--- src/rtl/boron_key_schedule.sv ---
`default_nettype none
// ============================================================================
// Module      : boron_key_schedule
// Description : Iterative BORON key schedule. Generates 26 x 64-bit round keys,
//               one per clock, into a buffer read through a registered port.
//               Define BORON_KEY128_EN for the 128-bit key variant.
// Revision    : 1.0 - initial release
// ============================================================================
module boron_key_schedule #(
    parameter int NRK = 26,
    parameter int RKW = 64
) (
    input  logic             clk,
    input  logic             reset,
    input  logic             keyStart,
    input  logic [127:0]     key,
    input  logic [4:0]       rk_addr,
    output logic [RKW-1:0]   rk_out,
    output logic             keyDone,
    output logic             busy
);

`ifdef BORON_KEY128_EN
    localparam int KW = 128;
`else
    localparam int KW = 80;
    // The upper key bits are deliberately ignored by the 80-bit schedule.
    logic w_unused_key_hi;
    assign w_unused_key_hi = ^key[127:80];
`endif

    localparam logic [4:0] c_last_idx = 5'(NRK - 1);

    typedef enum logic [0:0] {
        S_IDLE = 1'b0,
        S_GEN  = 1'b1
    } state_t;

    state_t           r_state;
    state_t           w_state_next;
    logic             w_accept;
    logic             w_last;
    logic [KW-1:0]    r_k;
    logic [4:0]       r_cnt;
    logic [RKW-1:0]   r_rk [NRK];

    function automatic logic [3:0] sbox(input logic [3:0] x);
        logic [3:0] y;
        case (x)
            4'h0: y = 4'hE;
            4'h1: y = 4'h4;
            4'h2: y = 4'hB;
            4'h3: y = 4'h1;
            4'h4: y = 4'h7;
            4'h5: y = 4'h9;
            4'h6: y = 4'hC;
            4'h7: y = 4'hA;
            4'h8: y = 4'hD;
            4'h9: y = 4'h2;
            4'hA: y = 4'h0;
            4'hB: y = 4'hF;
            4'hC: y = 4'h8;
            4'hD: y = 4'h5;
            4'hE: y = 4'h3;
            default: y = 4'h6;
        endcase
        return y;
    endfunction

    function automatic logic [KW-1:0] key_update(input logic [KW-1:0] k, input logic [4:0] i);
        logic [KW-1:0] t;
        t = {k[KW-14:0], k[KW-1:KW-13]};
        t[3:0] = sbox(t[3:0]);
`ifdef BORON_KEY128_EN
        t[7:4] = sbox(t[7:4]);
`endif
        t[63:59] = t[63:59] ^ i;
        return t;
    endfunction

    always_ff @(posedge clk) begin
        if (reset) begin
            r_state <= S_IDLE;
        end else begin
            r_state <= w_state_next;
        end
    end

    always_comb begin
        w_state_next = r_state;
        w_accept     = 1'b0;
        w_last       = 1'b0;
        case (r_state)
            S_IDLE: begin
                if (keyStart) begin
                    w_accept     = 1'b1;
                    w_state_next = S_GEN;
                end
            end
            S_GEN: begin
                if (r_cnt == c_last_idx) begin
                    w_last       = 1'b1;
                    w_state_next = S_IDLE;
                end
            end
            default: w_state_next = S_IDLE;
        endcase
    end

    always_ff @(posedge clk) begin
        if (reset) begin
            r_k     <= '0;
            r_cnt   <= '0;
            busy    <= 1'b0;
            keyDone <= 1'b0;
            rk_out  <= '0;
        end else begin
            keyDone <= w_last;
            if (w_accept) begin
                r_k   <= key[KW-1:0];
                r_cnt <= '0;
                busy  <= 1'b1;
            end else if (r_state == S_GEN) begin
                if (w_last) begin
                    busy <= 1'b0;
                end else begin
                    r_k   <= key_update(r_k, r_cnt + 5'd1);
                    r_cnt <= r_cnt + 5'd1;
                end
            end
            // Reads see the buffer before this edge's write: no bypass.
            rk_out <= (rk_addr <= c_last_idx) ? r_rk[rk_addr] : '0;
        end
    end

    // Round-key storage is intentionally left uninitialised by reset.
    always_ff @(posedge clk) begin
        if (!reset && r_state == S_GEN) begin
            r_rk[r_cnt] <= r_k[RKW-1:0];
        end
    end

endmodule
`default_nettype wire

--- config.mk ---
export PLATFORM = sky130hd
export DESIGN_NAME = boron_key_schedule
export DESIGN_NICKNAME = d
export VERILOG_FILES = /design/src/rtl/boron_key_schedule.sv
export SDC_FILE = /design/constraint.sdc
export NUM_CORES = 2
export LEC_CHECK = 0
export BUFFER_PORTS_ARGS = -buffer_cell sky130_fd_sc_hd__clkbuf_2
export CAP_MARGIN = 5
export CORE_ASPECT_RATIO = 1.2
export CORE_UTILIZATION = 55
export DETAILED_ROUTE_END_ITERATION = 16
export HOLD_SLACK_MARGIN = 0.03
export PLACE_DENSITY = 0.75
export SLEW_MARGIN = 5
export SYNTH_ARGS = -nofsm -noshare
export SYNTH_HDL_FRONTEND = slang
export SYNTH_SLANG_ARGS = --single-unit
--- constraint.sdc ---
create_clock -name clk -period 4.5 [get_ports clk]
set_input_delay 0.45 -clock clk [delete_from_list [all_inputs] [get_ports clk]]
set_output_delay 0.45 -clock clk [all_outputs]
set_load 0.005 [all_outputs]
==> flow_summary.json <==
{
  "grt_setup_unrepaired": "false",
  "grt.total_usage": 0.2637,
  "critPathKind": "reg -> reg",
  "hold_viol": 0,
  "hold_end": "r_k[0]",
  "dieArea_sq_mm": 0.1261,
  "syn2layout_area_growth_pct": 13.70,
  "worst-r2r-cell-count": 4,
  "worst_pin_slew_ns": 1.324,
  "skew_ns": 0.02572,
  "die_height_um": 388.8,
  "grt_pass1_wl_um": 236600,
  "max-clock-path-buffers": 3,
  "yosys.area.top_type": "edfxtp_1",
  "endpoint_kind": "flip-flop",
  "postRouteAntennaNets": 0,
  "drive_gt1_frac": 0.2560,
  "crit_slowest_cell": "nor2_4",
  "final_util": 0.6322,
  "num_vias": 34500,
  "firstDrtPassIters": 12,
  "crit_required_ns": 4.90,
  "io_pins": 202,
  "synth_top_area_frac": 0.7287,
  "hold_path.class": "in -> reg",
  "syn_area_per_cell_sq_um": 21.42,
  "r2r_setup_slack_ns": 1.44,
  "fin_nets": 3640,
  "synth-edff-count": 1664,
  "timing.rr.end": "r_rk[3][34]",
  "synth.most_common_cell": "edfxtp_1",
  "drc": 0,
  "vdd_drop_max_mv": 0.4936,
  "r2r_start": "r_state",
  "max-slew-margin-rel": 0.1163,
  "synth_area_leaders": "edfxtp_1 (73%), mux4_2 (13%), dfxtp_1 (4.6%)",
  "syn-num-nets": 3344,
  "fin_tns_setup_ns": 0,
  "synth_commonest_cells": "edfxtp_1 (1664), mux4_2 (384), mux2i_1 (195)",
  "path_clk_slew_ns": 0.06,
  "clock_sinks": 1820,
  "p_leak_nw": 26.03,
  "rows": 141,
  "start_util": 0.5561,
  "antenna_found_initial": 12,
  "clkLatencyLatePin_ns": 0.78,
  "status": "finished, final reports clean",
  "drtIter0Drc": 4780,
  "slew_viol_final": 0,
  "worst-endpoint-arrival_ns": 3.46,
  "cap_violations": 0,
  "path_cells": "nor2b_1 -> nand2_1 -> nor2_4 -> buf_4",
  "die-width_um": 324.3,
  "worst_slack_ns": 1.444,
  "cp_slowest_stage_delay_ns": 0.73,
  "power_mw": 34.68,
  "place.gp.congestion": 0.8024,
  "worstHoldPathCells": 3,
  "finalCriticalPeriod_ns": 3.056,
  "grt_max_degree": 102,
  "cp-start-kind": "flip-flop",
  "synth.yosys.seq_area_share": 0.7742,
  "grt_pass1_vias": 34320,
  "ys_ff_latch": 1820,
  "setup_violations": 0,
  "cts_tree": "built",
  "path_max_fanout": 21,
  "grt-ovfl-total": 0,
  "wirelength_um": 167000,
  "powerDensity_mw_per_mm2": 444.8,
  "min_from": "key[0]",
  "syn_area_sq_mm": 0.06857,
  "fp.coreArea_sq_mm": 0.1233,
  "pre_cts_ws_ns": 1.464,
  "root_buffer": "clkbuf_16",
  "async_flop_share": 0,
  "vias_per_cell": 6.526,
  "ys.flop_type": "edfxtp_1",
  "fmax_mhz": 327.3,
  "htree_levels": 4,
  "synth_cells": 3202,
  "synth.distinct_cells": 42,
  "post-route-period-util": 0.6790,
  "portBuffers": 153,
  "yosysWarnings": 0,
  "post_drt_wl_per_cell_um": 31.60,
  "dp_hpwl_um": 87660,
  "tritoncts.num_buffers": 166
}
critical path, delay by kind of cell, from the launching register on:
| family | cells | cell delay [ns] |
|---|---|---|
| simple gates | 3 | 1.44 |
| flops | 1 | 0.66 |
| buf+inv | 1 | 0.55 |
repair_timing:
item                       CTS  global route
hold endpoints to repair    64             0
resized for setup            0             0
setup endpoints to repair    0             0
setup buffers                0             0
hold buffers                64             0
where the power goes:
| group | switching, mW | internal [mW] | total (mW) |
|---|---|---|---|
| Clock | 6.11 | 8.10 | 14.2 |
| Sequential | 0.324 | 18.6 | 19.0 |
| Combinational | 0.836 | 0.679 | 1.51 |
| Total | 7.27 | 27.4 | 34.7 |
layer usage:
layer / GRT usage / part of all wire / routed length, um
met1: 0.3482 / 0.36 / 60640
met2: 0.4224 / 0.49 / 81210
met3: 0.07723 / 0.12 / 19880
met4: 0.08979 / 0.032 / 5321
met5: 0 / 0.000054 / 9
kinds of logic (layout without fill, tap and decap cells):
kind of cell             count (synthesis)  count (layout)  synth area share
AO/OA/AOI/OAI                          345             345           0.03677
flip-flops                            1820            1820            0.7742
multiplexers                           582             582            0.1551
XOR/XNOR                                13              13          0.001660
buffers and inverters                  203             642           0.01485
other                                    0               2                 0
AND/OR/NAND/NOR                        233             233           0.01633
adder cells (fa/ha/maj)                  6               6          0.001095
layout by cell type (no fill, tap or decap), types with 4 or more instances in the layout:
| master | n |
|---|---|
| clkbuf_1 | 38 |
| a211oi_1 | 64 |
| a21o_1 | 64 |
| inv_6 | 6 |
| nor2_1 | 85 |
| nand2b_1 | 4 |
| bufinv_16 | 14 |
| nor3_1 | 5 |
| mux2i_1 | 195 |
| dfxtp_1 | 156 |
| buf_4 | 85 |
| clkbuf_2 | 148 |
| clkbuf_8 | 11 |
| dlygate4sd3_1 | 64 |
| inv_1 | 5 |
| nor2b_1 | 67 |
| clkinvlp_4 | 8 |
| o22ai_1 | 64 |
| clkinv_1 | 26 |
| xnor2_1 | 8 |
| nand2_1 | 27 |
| a311oi_1 | 8 |
| a222oi_1 | 67 |
| ha_1 | 6 |
| clkinv_2 | 25 |
| buf_12 | 25 |
| nand3b_1 | 4 |
| a21oi_1 | 68 |
| nor2_4 | 26 |
| xor2_1 | 5 |
| mux4_2 | 384 |
| edfxtp_1 | 1664 |
| clkbuf_16 | 174 |
layout make-up:
type	count	area (sq um)
Inverter	5	18.77
Fill cell	7911	45350
Clock buffer	223	4648
Sequential cell	1820	53090
Multi-Input combinational cell	1179	14700
Antenna cell	2	5.005
Tap cell	1644	2057
Clock inverter	88	872.1
Timing Repair Buffer	326	2576
how the worst max path moves through the flow:
stage	cells after the start	startpoint	slack, ns	endpoint
after floorplan	3	r_cnt[3]	0.18	r_rk[10][0]
after global placement	5	reset	1.47	r_rk[3][39]
after detailed placement	5	reset	1.46	r_rk[3][39]
after CTS	4	r_state	1.46	r_rk[3][34]
after global routing	4	r_state	1.30	r_rk[3][34]
final	4	r_state	1.44	r_rk[3][34]
sequential cells by signal (all words and copies together) (netlist names), named ones only:
name,flops
busy,1
r_k,80
r_cnt,5
rk_out,64
r_state,1
keyDone,1
r_rk,1664
per-stage QoR:
stage                     cell area, sq um  std cells  hold slack [ns]
after global routing                 77960       5285          0.05496
after detailed placement             71800       4910           0.4545
after CTS                            77960       5285          0.03098
after floorplan                      68570       3202           0.4403
final                                77960       5287          0.06562
after global placement               71800       4910           0.4487
Note: power is estimated with default switching activity, not from simulation.
